### src/rtl/axi4_master_engine.sv
// AXI4 burst master: queued read/write commands, several bursts in flight per
// direction, pass-through W/R data streams and per-burst worst-case completion status.
module axi4_master_engine #(
  parameter int ADDR_WIDTH        = 32,
  parameter int DATA_WIDTH        = 64,
  parameter int ID_WIDTH          = 4,
  parameter int MAX_OUTSTANDING_W = 4,
  parameter int MAX_OUTSTANDING_R = 4
) (
  input  logic                    clk,
  input  logic                    rst_n,
  input  logic                    i_cmd_valid,
  output logic                    o_cmd_ready,
  input  logic                    i_cmd_rw,
  input  logic [ADDR_WIDTH-1:0]   i_cmd_addr,
  input  logic [7:0]              i_cmd_len,
  input  logic [1:0]              i_cmd_burst,
  input  logic [ID_WIDTH-1:0]     i_cmd_id,
  input  logic                    i_wr_valid,
  output logic                    o_wr_ready,
  input  logic [DATA_WIDTH-1:0]   i_wr_data,
  input  logic [DATA_WIDTH/8-1:0] i_wr_strb,
  output logic                    o_rd_valid,
  input  logic                    i_rd_ready,
  output logic [DATA_WIDTH-1:0]   o_rd_data,
  output logic [ID_WIDTH-1:0]     o_rd_id,
  output logic [1:0]              o_rd_resp,
  output logic                    o_rd_last,
  output logic                    o_wdone_valid,
  output logic [ID_WIDTH-1:0]     o_wdone_id,
  output logic [1:0]              o_wdone_resp,
  output logic                    o_rdone_valid,
  output logic [ID_WIDTH-1:0]     o_rdone_id,
  output logic [1:0]              o_rdone_resp,
  output logic [ID_WIDTH-1:0]     o_awid,
  output logic [ADDR_WIDTH-1:0]   o_awaddr,
  output logic [7:0]              o_awlen,
  output logic [2:0]              o_awsize,
  output logic [1:0]              o_awburst,
  output logic                    o_awvalid,
  input  logic                    i_awready,
  output logic [DATA_WIDTH-1:0]   o_wdata,
  output logic [DATA_WIDTH/8-1:0] o_wstrb,
  output logic                    o_wlast,
  output logic                    o_wvalid,
  input  logic                    i_wready,
  input  logic [ID_WIDTH-1:0]     i_bid,
  input  logic [1:0]              i_bresp,
  input  logic                    i_bvalid,
  output logic                    o_bready,
  output logic [ID_WIDTH-1:0]     o_arid,
  output logic [ADDR_WIDTH-1:0]   o_araddr,
  output logic [7:0]              o_arlen,
  output logic [2:0]              o_arsize,
  output logic [1:0]              o_arburst,
  output logic                    o_arvalid,
  input  logic                    i_arready,
  input  logic [ID_WIDTH-1:0]     i_rid,
  input  logic [DATA_WIDTH-1:0]   i_rdata,
  input  logic [1:0]              i_rresp,
  input  logic                    i_rlast,
  input  logic                    i_rvalid,
  output logic                    o_rready
);

  localparam int BYTES = DATA_WIDTH / 8;
  localparam int SIZE  = $clog2(BYTES);
  localparam int WCW   = $clog2(MAX_OUTSTANDING_W + 1);
  localparam int RCW   = $clog2(MAX_OUTSTANDING_R + 1);
  localparam int PW    = (MAX_OUTSTANDING_W > 1) ? $clog2(MAX_OUTSTANDING_W) : 1;
  localparam int NID   = 1 << ID_WIDTH;
  localparam logic [WCW-1:0] W_MAX  = WCW'(MAX_OUTSTANDING_W);
  localparam logic [RCW-1:0] R_MAX  = RCW'(MAX_OUTSTANDING_R);
  localparam logic [PW-1:0]  P_LAST = PW'(MAX_OUTSTANDING_W - 1);

  logic                  r_active;
  logic                  r_awvalid, r_arvalid;
  logic [ID_WIDTH-1:0]   r_awid, r_arid;
  logic [ADDR_WIDTH-1:0] r_awaddr, r_araddr;
  logic [7:0]            r_awlen, r_arlen, r_beatCnt;
  logic [2:0]            r_awsize, r_arsize;
  logic [1:0]            r_awburst, r_arburst;
  logic [WCW-1:0]        r_wOut, r_fifoCount;
  logic [RCW-1:0]        r_rOut;
  logic [7:0]            r_lenFifo [MAX_OUTSTANDING_W];
  logic [PW-1:0]         r_wrPtr, r_rdPtr;
  logic [1:0]            r_respTable [NID];
  logic                  r_wdoneValid, r_rdoneValid, r_wPendValid, r_rPendValid;
  logic [ID_WIDTH-1:0]   r_wdoneId, r_rdoneId, r_wPendId, r_rPendId;
  logic [1:0]            r_wdoneResp, r_rdoneResp;

  logic [ADDR_WIDTH-1:0] w_alignAddr;
  logic [31:0]           w_incrEnd;
  logic                  w_legal, w_wrReady, w_rdReady, w_cmdHs;
  logic                  w_issueW, w_issueR, w_illW, w_illR;
  logic                  w_fifoNonEmpty, w_fifoFull, w_wHs, w_wLast;
  logic                  w_bHs, w_rHs, w_rlastHs;
  logic [1:0]            w_rNorm, w_acc;

  assign w_alignAddr = i_cmd_addr & ~ADDR_WIDTH'(BYTES - 1);
  assign w_incrEnd   = {20'd0, w_alignAddr[11:0]} + (({24'd0, i_cmd_len} + 32'd1) << SIZE);

  // Reserved burst encoding 2'b11 is rejected like any other illegal command.
  always_comb begin
    w_legal = 1'b0;
    case (i_cmd_burst)
      2'b00:   w_legal = (i_cmd_len <= 8'd15);
      2'b01:   w_legal = (w_incrEnd <= 32'd4096);
      2'b10:   w_legal = (i_cmd_len == 8'd1) || (i_cmd_len == 8'd3) ||
                         (i_cmd_len == 8'd7) || (i_cmd_len == 8'd15);
      default: w_legal = 1'b0;
    endcase
  end

  assign w_fifoNonEmpty = (r_fifoCount != '0);
  assign w_fifoFull     = (r_fifoCount == W_MAX);
  assign w_bHs          = i_bvalid;
  assign w_rHs          = i_rvalid & i_rd_ready & r_active;
  assign w_rlastHs      = w_rHs & i_rlast;

  // A parked local done holds off its direction so the single pending slot never overflows.
  assign w_wrReady = !r_awvalid && ((r_wOut < W_MAX) || w_bHs) && !w_fifoFull && !r_wPendValid;
  assign w_rdReady = !r_arvalid && ((r_rOut < R_MAX) || w_rlastHs) && !r_rPendValid;
  assign o_cmd_ready = r_active & (i_cmd_rw ? w_rdReady : w_wrReady);
  assign w_cmdHs   = i_cmd_valid & o_cmd_ready;
  assign w_issueW  = w_cmdHs & !i_cmd_rw & w_legal;
  assign w_illW    = w_cmdHs & !i_cmd_rw & !w_legal;
  assign w_issueR  = w_cmdHs & i_cmd_rw & w_legal;
  assign w_illR    = w_cmdHs & i_cmd_rw & !w_legal;

  assign w_wHs      = i_wr_valid & i_wready & w_fifoNonEmpty;
  assign w_wLast    = w_fifoNonEmpty & (r_beatCnt == r_lenFifo[r_rdPtr]);
  assign o_wvalid   = i_wr_valid & w_fifoNonEmpty;
  assign o_wr_ready = i_wready & w_fifoNonEmpty;
  assign o_wlast    = w_wLast;
  assign o_wdata    = i_wr_data;
  assign o_wstrb    = i_wr_strb;
  assign o_bready   = 1'b1;

  assign o_rready   = i_rd_ready & r_active;
  assign o_rd_valid = i_rvalid & r_active;
  assign o_rd_data  = i_rdata;
  assign o_rd_id    = i_rid;
  assign o_rd_resp  = i_rresp;
  assign o_rd_last  = i_rlast;

  // EXOKAY ranks as OKAY; after that the encodings order by severity numerically.
  assign w_rNorm = (i_rresp == 2'b01) ? 2'b00 : i_rresp;
  assign w_acc   = (w_rNorm > r_respTable[i_rid]) ? w_rNorm : r_respTable[i_rid];

  always_ff @(posedge clk or negedge rst_n) begin
    if (!rst_n) begin
      r_active  <= 1'b0;
      r_awvalid <= 1'b0;  r_awid <= '0;  r_awaddr <= '0;  r_awlen <= '0;
      r_awsize  <= '0;    r_awburst <= '0;
      r_arvalid <= 1'b0;  r_arid <= '0;  r_araddr <= '0;  r_arlen <= '0;
      r_arsize  <= '0;    r_arburst <= '0;
      r_wOut    <= '0;    r_rOut <= '0;
    end else begin
      r_active <= 1'b1;
      if (w_issueW) begin
        r_awvalid <= 1'b1;  r_awid <= i_cmd_id;  r_awaddr <= w_alignAddr;
        r_awlen   <= i_cmd_len;  r_awsize <= 3'(SIZE);  r_awburst <= i_cmd_burst;
      end else if (r_awvalid && i_awready) begin
        r_awvalid <= 1'b0;
      end
      if (w_issueR) begin
        r_arvalid <= 1'b1;  r_arid <= i_cmd_id;  r_araddr <= w_alignAddr;
        r_arlen   <= i_cmd_len;  r_arsize <= 3'(SIZE);  r_arburst <= i_cmd_burst;
      end else if (r_arvalid && i_arready) begin
        r_arvalid <= 1'b0;
      end
      if (w_issueW && !w_bHs)      r_wOut <= r_wOut + 1'b1;
      else if (!w_issueW && w_bHs) r_wOut <= r_wOut - 1'b1;
      if (w_issueR && !w_rlastHs)      r_rOut <= r_rOut + 1'b1;
      else if (!w_issueR && w_rlastHs) r_rOut <= r_rOut - 1'b1;
    end
  end

  // Burst lengths queue here so W beats can run ahead of the AW handshake.
  always_ff @(posedge clk or negedge rst_n) begin
    if (!rst_n) begin
      for (int i = 0; i < MAX_OUTSTANDING_W; i++) r_lenFifo[i] <= '0;
      r_wrPtr <= '0;  r_rdPtr <= '0;  r_fifoCount <= '0;  r_beatCnt <= '0;
    end else begin
      if (w_issueW) begin
        r_lenFifo[r_wrPtr] <= i_cmd_len;
        r_wrPtr <= (r_wrPtr == P_LAST) ? '0 : r_wrPtr + 1'b1;
      end
      if (w_wHs) begin
        if (w_wLast) begin
          r_beatCnt <= '0;
          r_rdPtr   <= (r_rdPtr == P_LAST) ? '0 : r_rdPtr + 1'b1;
        end else begin
          r_beatCnt <= r_beatCnt + 1'b1;
        end
      end
      if (w_issueW && !(w_wHs && w_wLast))      r_fifoCount <= r_fifoCount + 1'b1;
      else if (!w_issueW && (w_wHs && w_wLast)) r_fifoCount <= r_fifoCount - 1'b1;
    end
  end

  // Bus completions take priority; a colliding illegal-command done waits one cycle.
  always_ff @(posedge clk or negedge rst_n) begin
    if (!rst_n) begin
      r_wdoneValid <= 1'b0;  r_wdoneId <= '0;  r_wdoneResp <= '0;
      r_wPendValid <= 1'b0;  r_wPendId <= '0;
      r_rdoneValid <= 1'b0;  r_rdoneId <= '0;  r_rdoneResp <= '0;
      r_rPendValid <= 1'b0;  r_rPendId <= '0;
      for (int i = 0; i < NID; i++) r_respTable[i] <= '0;
    end else begin
      r_wdoneValid <= 1'b0;
      if (w_bHs) begin
        r_wdoneValid <= 1'b1;  r_wdoneId <= i_bid;  r_wdoneResp <= i_bresp;
        if (w_illW) begin
          r_wPendValid <= 1'b1;  r_wPendId <= i_cmd_id;
        end
      end else if (r_wPendValid) begin
        r_wdoneValid <= 1'b1;  r_wdoneId <= r_wPendId;  r_wdoneResp <= 2'b10;
        r_wPendValid <= 1'b0;
      end else if (w_illW) begin
        r_wdoneValid <= 1'b1;  r_wdoneId <= i_cmd_id;  r_wdoneResp <= 2'b10;
      end

      r_rdoneValid <= 1'b0;
      if (w_rHs) r_respTable[i_rid] <= i_rlast ? 2'b00 : w_acc;
      if (w_rlastHs) begin
        r_rdoneValid <= 1'b1;  r_rdoneId <= i_rid;  r_rdoneResp <= w_acc;
        if (w_illR) begin
          r_rPendValid <= 1'b1;  r_rPendId <= i_cmd_id;
        end
      end else if (r_rPendValid) begin
        r_rdoneValid <= 1'b1;  r_rdoneId <= r_rPendId;  r_rdoneResp <= 2'b10;
        r_rPendValid <= 1'b0;
      end else if (w_illR) begin
        r_rdoneValid <= 1'b1;  r_rdoneId <= i_cmd_id;  r_rdoneResp <= 2'b10;
      end
    end
  end

  assign o_awvalid = r_awvalid;  assign o_awid = r_awid;  assign o_awaddr = r_awaddr;
  assign o_awlen   = r_awlen;    assign o_awsize = r_awsize;  assign o_awburst = r_awburst;
  assign o_arvalid = r_arvalid;  assign o_arid = r_arid;  assign o_araddr = r_araddr;
  assign o_arlen   = r_arlen;    assign o_arsize = r_arsize;  assign o_arburst = r_arburst;
  assign o_wdone_valid = r_wdoneValid;  assign o_wdone_id = r_wdoneId;  assign o_wdone_resp = r_wdoneResp;
  assign o_rdone_valid = r_rdoneValid;  assign o_rdone_id = r_rdoneId;  assign o_rdone_resp = r_rdoneResp;

endmodule

### config.mk
export PLATFORM = sky130hd
export DESIGN_NAME = axi4_master_engine
export DESIGN_NICKNAME = d
export VERILOG_FILES = /design/src/rtl/axi4_master_engine.sv
export SDC_FILE = /design/constraint.sdc
export NUM_CORES = 1
export LEC_CHECK = 0
export ABC_AREA = 1
export CORE_AREA = 4 4 182 184
export DETAILED_ROUTE_END_ITERATION = 8
export DIE_AREA = 0 0 186 188
export PLACE_DENSITY_LB_ADDON = 0.3
export SYNTH_ARGS = -nofsm -noshare
export SYNTH_HDL_FRONTEND = slang
export SYNTH_SLANG_ARGS = --single-unit
### constraint.sdc
create_clock -name clk -period 3.3 [get_ports clk]
set_input_delay 0.99 -clock clk [delete_from_list [all_inputs] [get_ports clk]]
set_output_delay 0.99 -clock clk [all_outputs]
set_load 0.01 [all_outputs]
# Yosys cells after proc, flatten, opt, wreduce, memory -nomap -nowiden
# Cells that the tools add are included.
word_totals:
  elab_cells: 201
  ff_bits: 200
  out_inout_bits: 264
classes:
  magnitude_cmp: 10
  add_sub_neg: 11
  muxes: 52
  n_bitwise: 21
  n_reduce_logical: 45
  eq_ne: 13
ops:
  columns: ["cell", "n"]
  rows:
  - ["$bwmux W32", 2]
  - ["$mux W8", 4]
  - ["$mux W2", 14]
  - ["$mux W4", 6]
  - ["$and A1 B1 Y1", 18]
  - ["$mux W3", 6]
  - ["$bmux W8 S2", 1]
  - ["$demux W8 S2", 1]
  - ["$logic_and A1 B1 Y1", 16]
  - ["$mux W1", 15]
  - ["$add A12 B12 Y13", 1]
  - ["$le A13 B13 Y1 const B", 1]
  - ["$logic_not A1 Y1", 12]
  - ["$reduce_bool A2 Y1", 5]
  - ["$add A3 B1 Y3 const B", 3]
  - ["$add A8 B1 Y9 const B", 1]
  - ["$reduce_bool A3 Y1", 3]
  - ["$sub A3 B1 Y3 const B", 3]
  - ["$add A8 B1 Y8 const B", 1]
  - ["$bmux W2 S4", 1]
  - ["$demux W2 S4", 1]
  - ["$eq A8 B1 Y1 const B", 1]
  - ["$eq A8 B2 Y1 const B", 1]
  - ["$eq A8 B3 Y1 const B", 1]
  - ["21 further kinds", 34]

# Logic depth before layout (Yosys ltp)
# Gate-level depths: netlist of the first run.
depth:
  depth_word: 15
  depth_mapped: 26
  mapped_depth_nobuf: 25

# Worst setup path before layout of the first run
# No wires, ideal clock.
synth_timing:
  kind: "input to register"
  from: "input i_cmd_len[2]"
  to: "register r_rOut[2]"
  stages: 25
  slack_ns: -1.062
  setup_time_ns: 0.131
  arrival_time_ns: 4.231
  path_cell_list: "inv_1 nor3_1 nand3_1 nor3_1 xor2_1 inv_1 ha_1 nand2_1 inv_1 a21oi_1 nand3_1 nand2_1 nand4_1 nand2_1 nand2_2 nand2_4 nand2_2 buf_6 inv_1 ha_1 inv_1 fa_1 a21oi_1 o21ai_0 xor2_1"
synth_via:
  elab_chain_len: 9
  word_cells_on_any_way: 18
  classes_between: "add/sub: 2; order compare: 2; eq/ne: 4; mux: 2; bitwise: 1; reduce/logical: 7"
synth_rtl:
  columns: ["element", "line", "source"]
  rows:
  - ["start: declaration", "16", "input logic [7:0] i_cmd_len,"]
  - ["branches (longest 4 deep; another with $add A12 B12 Y13)", null, null]
  - ["$pmux W1 S3 (*)", "106", "case (i_cmd_burst)"]
  - ["$and A1 B1 Y1 (*)", "128", "assign w_issueR = w_cmdHs & i_cmd_rw & w_legal;"]
  - ["via w_issueR", "95", "logic w_issueW, w_issueR, w_illW, w_illR;"]
  - ["$logic_not A1 Y1", "176", "else if (!w_issueR && w_rlastHs) r_rOut <= r_rOut - 1'b1;"]
  - ["$logic_and A1 B1 Y1", "176", null]
  - ["$reduce_bool A2 Y1 (no line)", null, null]
  - ["end signal: assignment", "175", "if (w_issueR && !w_rlastHs) r_rOut <= r_rOut + 1'b1;"]
  - ["end signal: assignment", "176", null]
  - ["end: declaration", "84", "logic [RCW-1:0] r_rOut;"]
# Mark *: on every way through the listed nets, which the timed path passes.
# A chain may end at the register's enable or synchronous reset.

# Final worst setup path of the first run
layout_timing:
  from: "input i_cmd_len[3]"
  to: "register r_rOut[2]"
# Same word-level chain as after synthesis.

==> reports/metrics.yaml, run 1 <==
yosys:
  synth_edf_count: 0
  syn_avg_cell_area_um2: 8.52
  synth-main-ff-cell: "dfrtp_1"
  synth_seq_area_share_pct: 47.5
  netlist_area_um2: 10500
  ys_warn_count: 0
  netlist-cell-type-count: 43
  synthCells: 1236
  ys_async_sr_fraction_pct: 100
  ys_seq_elements: 200
die:
  die_w_um: 186
  core_um2: 31400
  die_h_um: 188
  io_pins: 470
  initial_utilization_pct: 33.6
  num_rows: 65
  die-area_um2: 35000
worst_setup_path:
  cp_slowest_cell: "fa_2"
  cp-start-kind: "primary input"
  cp-end-kind: "flop"
  r2r_cells: 14
  r2r-start: "r_rdPtr[0]$_DFFE_PN0P_"
  r2r_setup_slack_ns: 0.43
  cp_common_cell: "nand2_1"
  path_max_fanout: 4
  worstReg2RegEnd: "r_fifoCount[1]$_DFFE_PN0P_"
  crit_arrival_ns: 3.99
  critPathMaxStageDelay_ns: 0.36
  criticalPathCategory: "primary input to flop"
  worstPathRequired_ns: 3.62
place:
  dp_slack_ns: -1.48
  hpwl_um: 20000
  io_buffers: 185
  dpl_cell_area_um2: 12500
  gp_congestion: 0.799
min_path:
  whs_path_depth: 2
  hp-class: "flop to flop"
  hold_path_end: "r_lenFifo[24]$_DFFE_PN0P_"
  min_from: "r_lenFifo[24]$_DFFE_PN0P_"
timing:
  rsz0062_at_grt: "true"
  finalWorstSetupSlack_ns: -0.371
  finalCritPeriodShare_pct: 111
  fmax_mhz: 272
  skew_ns: 0.0123
  tightest_slew_ns: 0.731
  finalSetupViolCount: 42
  hold_viol: 0
  relSlewSlack_pct: 51.3
  slew_violations: 0
  setup_tns_ns: -5.36
  min_period_ns: 3.67
global_route:
  grt_use_met2_pct: 26.6
  antenna_found_initial: 1
  grt_max_degree: 83
  overflow: 0
  grt_pass1_vias: 8686
  grtUsageMet3_pct: 5.66
  grt.busiest_layer: "met2"
  grt_usage_pct: 16.7
  grt_pass1_wl_um: 46500
  met1_usage_pct: 21.5
layout:
  areaGrowthSynthToFinish_pct: 36.0
  fin_nets: 1631
  diodes: 0
  finalInstanceArea_um2: 14300
  fill_cells: 3003
  drive_gt1_share_pct: 24.1
power:
  powerDensity_nw_per_um2: 637
  leakage_uw: 0.00671
  ir_worst_vdd_v: 0.000446
  finalPower_uw: 9120
clock_tree:
  htree_levels: 4
  cts_tree: "yes"
  clock_path_buffers: 2
  clock-sinks: 200
  cts_made_buffers: 17
  clk_pin_slew_ns: 0.07
  clock_latency_ns: 0.45
  cts_root_buffer: "clkbuf_16"
  hold_buffers: 0
route:
  drt_iter0_markers: 429
  vias: 8674
  drc_errors: 0
  vias_per_cell: 4.78
  routed_wirelength_um: 31200
  wire_per_inst_um: 17.2
  ant_nets: 0
  dr.pass1.iters: 5
job:
  maxCapViolations: 0
run_status:
  status: "complete, but fails checks"
  violations: "setup timing"
-- layer usage --
metal / vias to the layer above / wire length (um)
li1: 4172 / -
met1: 4169 / 13500
met2: 268 / 14900
met3: 63 / 2190
met4: 2 / 605
met5: - / 13
-- worst max-delay path: cells and delay by family --
| kind | cells | cell delay (ns) |
|---|---|---|
| simple gates | 12 | 1.03 |
| fa+ha+maj | 3 | 0.81 |
| buf+inv | 6 | 0.60 |
| xor+xnor | 2 | 0.34 |
| compound gates | 2 | 0.20 |
-- final cells by class --
| type | instances | area (um2) | share of cell area, % |
|---|---|---|---|
| sequential | 200 | 5010 | 35.0 |
| multi-input combinational | 746 | 4480 | 31.3 |
| timing repair buffer | 321 | 3290 | 23.0 |
| tap | 402 | 503 | 3.51 |
| inverter | 112 | 450 | 3.14 |
| clock buffer | 18 | 439 | 3.07 |
| clock inverter | 14 | 155 | 1.08 |
-- power breakdown --
group | switching (uW) | internal, uW | leakage [uW] | total [uW]
logic | 1550 | 1760 | 0.00381 | 3310
registers | 525 | 3120 | 0.00260 | 3650
clock network | 1060 | 1100 | 0.000289 | 2160
-- stage by stage --
stage,utilization (%),hold slack [ns],instances
3_5_place_dp,39.7,0.473,1737
6_report,45.6,0.490,1813
3_3_place_gp,39.7,0.462,1737
4_1_cts,42.8,0.492,1791
5_1_grt,45.6,0.513,1813
2_1_floorplan,-,0.447,1244
-- flip-flops by register name, summed over array words and instances, names as in the netlist, 3 cells and up --
signal and count:
o_rdone_id 4, o_awaddr 29, o_araddr 29, o_arlen 8, r_lenFifo 32, o_arid 4
r_beatCnt 8, o_awid 4, o_wdone_id 4, r_fifoCount 3, r_rOut 3, o_awlen 8
r_respTable 32, r_wOut 3, r_rPendId 4, r_wPendId 4
-- timing repair --
action,CTS,global route
gates cloned,4,17
setup endpoints to repair,176,170
resized for setup,89,180
pin swaps,37,19
buffers inserted,19,8
-- Yosys cell counts (5+ instances only) --
| cell | count | area, um2 |
|---|---|---|
| clkbuf_1 | 17 | 63.8 |
| nand2_1 | 314 | 1180 |
| dfrtp_1 | 200 | 5000 |
| buf_6 | 6 | 67.6 |
| buf_4 | 155 | 1160 |
| ha_1 | 23 | 288 |
| or2_2 | 6 | 37.5 |
| nor3_1 | 8 | 40.0 |
| inv_1 | 108 | 405 |
| nor2_1 | 50 | 188 |
| a21oi_1 | 22 | 110 |
| xnor2_1 | 5 | 43.8 |
| nand3_1 | 39 | 195 |
| o21ai_0 | 141 | 706 |
| xor2_1 | 13 | 114 |
| buf_2 | 10 | 50.1 |
| a22oi_1 | 16 | 120 |
| nand4_1 | 15 | 93.8 |
| o21ai_1 | 37 | 185 |
-- how the worst max path moves through the flow --
stage / from / to / slack, ns / cells after the start
6_report: i_cmd_len[3] / r_rOut[2]$_DFFE_PN0P_ / -0.37 / 25
5_1_grt: i_cmd_len[0] / r_wOut[2]$_DFFE_PN0P_ / -0.67 / 25
4_1_cts: i_cmd_len[0] / r_fifoCount[1]$_DFFE_PN0P_ / -0.30 / 24
3_5_place_dp: i_cmd_len[0] / r_wOut[2]$_DFFE_PN0P_ / -1.48 / 26
3_3_place_gp: i_cmd_len[0] / r_wOut[2]$_DFFE_PN0P_ / -1.42 / 26
2_1_floorplan: i_cmd_len[0] / r_rOut[1]$_DFFE_PN0P_ / -0.86 / 23
-- cells by family after synthesis --
group           Yosys count  share of synthesized area (%)
compound gates          228                           11.5
other cells               2                         0.0713
mux                       3                          0.321
xor+xnor                 18                           1.50
flops                   200                           47.5
fa+ha+maj                27                           3.49
simple gates            456                           18.8
buf+inv                 302                           16.8
-- cell usage in the layout (no fill, tap or decap), types with 7 or more instances in the layout --
cell / Yosys / final
ha_1: 23 / 14
o21ai_2: 4 / 31
nor2_1: 50 / 46
clkdlybuf4s50_1: 0 / 169
nand2_4: 2 / 31
dlygate4sd2_1: 0 / 7
a22oi_1: 16 / 16
nand2_1: 314 / 263
o21ai_0: 141 / 53
nand4_1: 15 / 15
a21oi_1: 22 / 16
conb_1: 2 / 10
xor2_1: 13 / 12
ha_4: 0 / 8
dfrtp_1: 200 / 199
inv_1: 108 / 95
buf_6: 6 / 7
clkbuf_16: 0 / 24
nand3_4: 4 / 9
inv_6: 0 / 8
o21ai_1: 37 / 98
buf_4: 155 / 103
nand2_2: 4 / 26
nand3_1: 39 / 34
buf_12: 0 / 12
Note: power is estimated with default switching activity, not from simulation.
==> run 2, diff against run 1 <==
--- a/config.mk
+++ b/config.mk
@@ -6,10 +6,12 @@
 export NUM_CORES = 1
 export LEC_CHECK = 0
 export ABC_AREA = 1
-export CORE_AREA = 4 4 182 184
+export CORE_AREA = 4 4 180 182
+export CTS_BUF_LIST = sky130_fd_sc_hd__clkbuf_8
 export DETAILED_ROUTE_END_ITERATION = 8
-export DIE_AREA = 0 0 186 188
+export DIE_AREA = 0 0 184 186
 export PLACE_DENSITY_LB_ADDON = 0.3
+export RECOVER_POWER = 50
 export SYNTH_ARGS = -nofsm -noshare
 export SYNTH_HDL_FRONTEND = slang
 export SYNTH_SLANG_ARGS = --single-unit
==> reports/metrics.yaml, run 2 (synthesized netlist as in run 1, its figures left out) <==
min_path:
  hp-class: "flop to flop"
  whs_path_depth: 2
place:
  gp_congestion: 0.817
  io_buffers: 185
  hpwl_um: 20100
  dpl_cell_area_um2: 12400
worst_setup_path:
  r2r_setup_slack_ns: 0.32
  crit_chain: "buf_8 > ha_4 > nand2_4 > inv_2 > nand4_1 > xor2_1 > inv_1 > ha_4 > nand2_2 > inv_2 > nand4_1 > nand2_1 > a21oi_1 > o21bai_1 > nand2_1 > nand2_2 > nand2_4 > nand2_4 > inv_6 > ha_4 > inv_2 > fa_2 > mux2_4"
  cp_slowest_cell: "fa_2"
  r2r_cells: 14
  path_max_fanout: 4
  cp_num_cells: 23
  crit_arrival_ns: 3.92
  cp-start-kind: "primary input"
  cp-end-kind: "flop"
  path_buf_inv: 6
  crit_family: "adder cells"
  worstPathRequired_ns: 3.66
  worstReg2RegEnd: "r_fifoCount[1]$_DFFE_PN0P_"
  r2r-start: "r_rdPtr[0]$_DFFE_PN0P_"
  criticalPathCategory: "primary input to flop"
  startpoint: "i_cmd_len[1]"
  critPathMaxStageDelay_ns: 0.42
  crit_end: "r_fifoCount[1]$_DFFE_PN0P_"
layout:
  finalInstanceArea_um2: 13600
  largestRegisters: "r_lenFifo x32, r_respTable x32"
  fin_nets: 1622
  finish.utilization_pct: 44.4
  fill_cells: 2990
  drive_gt1_share_pct: 19.3
  areaGrowthSynthToFinish_pct: 28.8
  final_common_cell: "nand2_1"
  mostFrequentLayoutCells: "300 x nand2_1, 199 x dfrtp_1, 169 x clkdlybuf4s50_1, 98 x buf_4, 96 x inv_1"
  diodes: 0
timing:
  tightest_slew_ns: 1.77
  min_period_ns: 3.56
  slew_violations: 67
  finalWorstSetupSlack_ns: -0.264
  skew_ns: 0.0196
  setup_tns_ns: -2.92
  rsz0062_at_grt: "true"
  finalSetupViolCount: 34
  relSlewSlack_pct: -18.2
  hold_viol: 0
  fmax_mhz: 281
  finalCritPeriodShare_pct: 108
clock_tree:
  clock_latency_ns: 0.47
  clock_path_buffers: 2
  cts_tree: "yes"
  clk_pin_slew_ns: 0.11
  cts_made_buffers: 17
  clock-sinks: 200
  htree_levels: 4
  cts_root_buffer: "clkbuf_8"
global_route:
  overflow: 0
  grt_pass1_wl_um: 44900
  grt_usage_pct: 16.4
  grt_max_degree: 88
  grt_pass1_vias: 8286
  antenna_found_initial: 1
job:
  maxCapViolations: 1
power:
  powerDensity_nw_per_um2: 617
  ir_worst_vdd_v: 0.000310
  leakage_uw: 0.00642
route:
  dr.pass1.iters: 7
  vias: 8535
  drc_errors: 0
  routed_wirelength_um: 30500
  wire_per_inst_um: 17.0
  ant_nets: 0
  vias_per_cell: 4.75
  drt_iter0_markers: 500
run_status:
  violations: "capacitance limit, slew limit, setup timing"
  status: "complete, but fails checks"
die:
  die-area_um2: 34200
  die_w_um: 184
  core_um2: 30600
  initial_utilization_pct: 34.4
  num_rows: 64
  die_h_um: 186
  io_pins: 470
## run 2: timing repair
action                     4_1_cts  5_1_grt
gates resized for setup         88       56
pin swaps                       37       25
setup endpoints to repair      175      148
hold buffers                     0        0
gates cloned                     1       14
setup buffers                   21       12
hold endpoints to repair         0        0
## run 2: worst min-delay path by stage
stage	from	to	slack, ns
global placement	r_wPendId[2]$_DFFE_PN0P_	r_wPendId[2]$_DFFE_PN0P_	0.46
floorplan	r_wOut[2]$_DFFE_PN0P_	r_wOut[2]$_DFFE_PN0P_	0.45
CTS	r_wPendId[2]$_DFFE_PN0P_	r_wPendId[2]$_DFFE_PN0P_	0.50
detailed placement	r_wPendId[2]$_DFFE_PN0P_	r_wPendId[2]$_DFFE_PN0P_	0.47
finish	r_wPendId[1]$_DFFE_PN0P_	r_wPendId[1]$_DFFE_PN0P_	0.49
global route	r_respTable[1]$_DFFE_PN0P_	r_respTable[1]$_DFFE_PN0P_	0.52
## run 2: where the power goes
group	leakage [uW]	switching [uW]	internal (uW)
logic	0.00362	1550	1710
clock network	0.000194	981	555
registers	0.00260	453	3120
total	0.00642	2980	5390
## run 2: metrics by stage
step / hold WS [ns] / power, uW / instances / setup WS [ns]
after floorplan: 0.447 / 5160 / 1244 / -0.863
after global placement: 0.463 / 6480 / 1723 / -1.38
after detailed placement: 0.469 / 6560 / 1723 / -1.46
after CTS: 0.497 / 8270 / 1776 / -0.199
after global routing: 0.519 / 8960 / 1798 / -0.490
final: 0.493 / 8370 / 1798 / -0.264
## run 2: layer usage
metal	vias to the layer above	track usage, %	part of all wire (%)
met4	2	3.37	1.1
li1	4124	-	-
met2	291	26.4	48
met3	44	6.45	8.1
met5	-	0	0.059
met1	4074	21.1	43
## run 2: layout make-up
| class | count | area [um2] | share of cell area (%) |
|---|---|---|---|
| multi-input cells | 746 | 4210 | 31.0 |
| inverters | 112 | 457 | 3.37 |
| repair buffers | 312 | 3030 | 22.4 |
| well taps | 396 | 495 | 3.65 |
| clock inverters | 15 | 138 | 1.01 |
| clock buffers | 17 | 234 | 1.72 |
| flip-flops and latches | 200 | 5010 | 36.9 |
## run 2: worst reg2reg max path: stages (launching register included)
cell and delay, ns:
dfrtp_2 0.51, clkbuf_16 0.19, nand2_2 0.05, nand3_2 0.06
nand2_1 0.10, xor2_1 0.24, nand3_1 0.11, nor4_1 0.29
buf_4 0.18, buf_4 0.10, nand2_1 0.11, ha_4 0.19
inv_2 0.06, fa_2 0.42, mux2_4 0.27
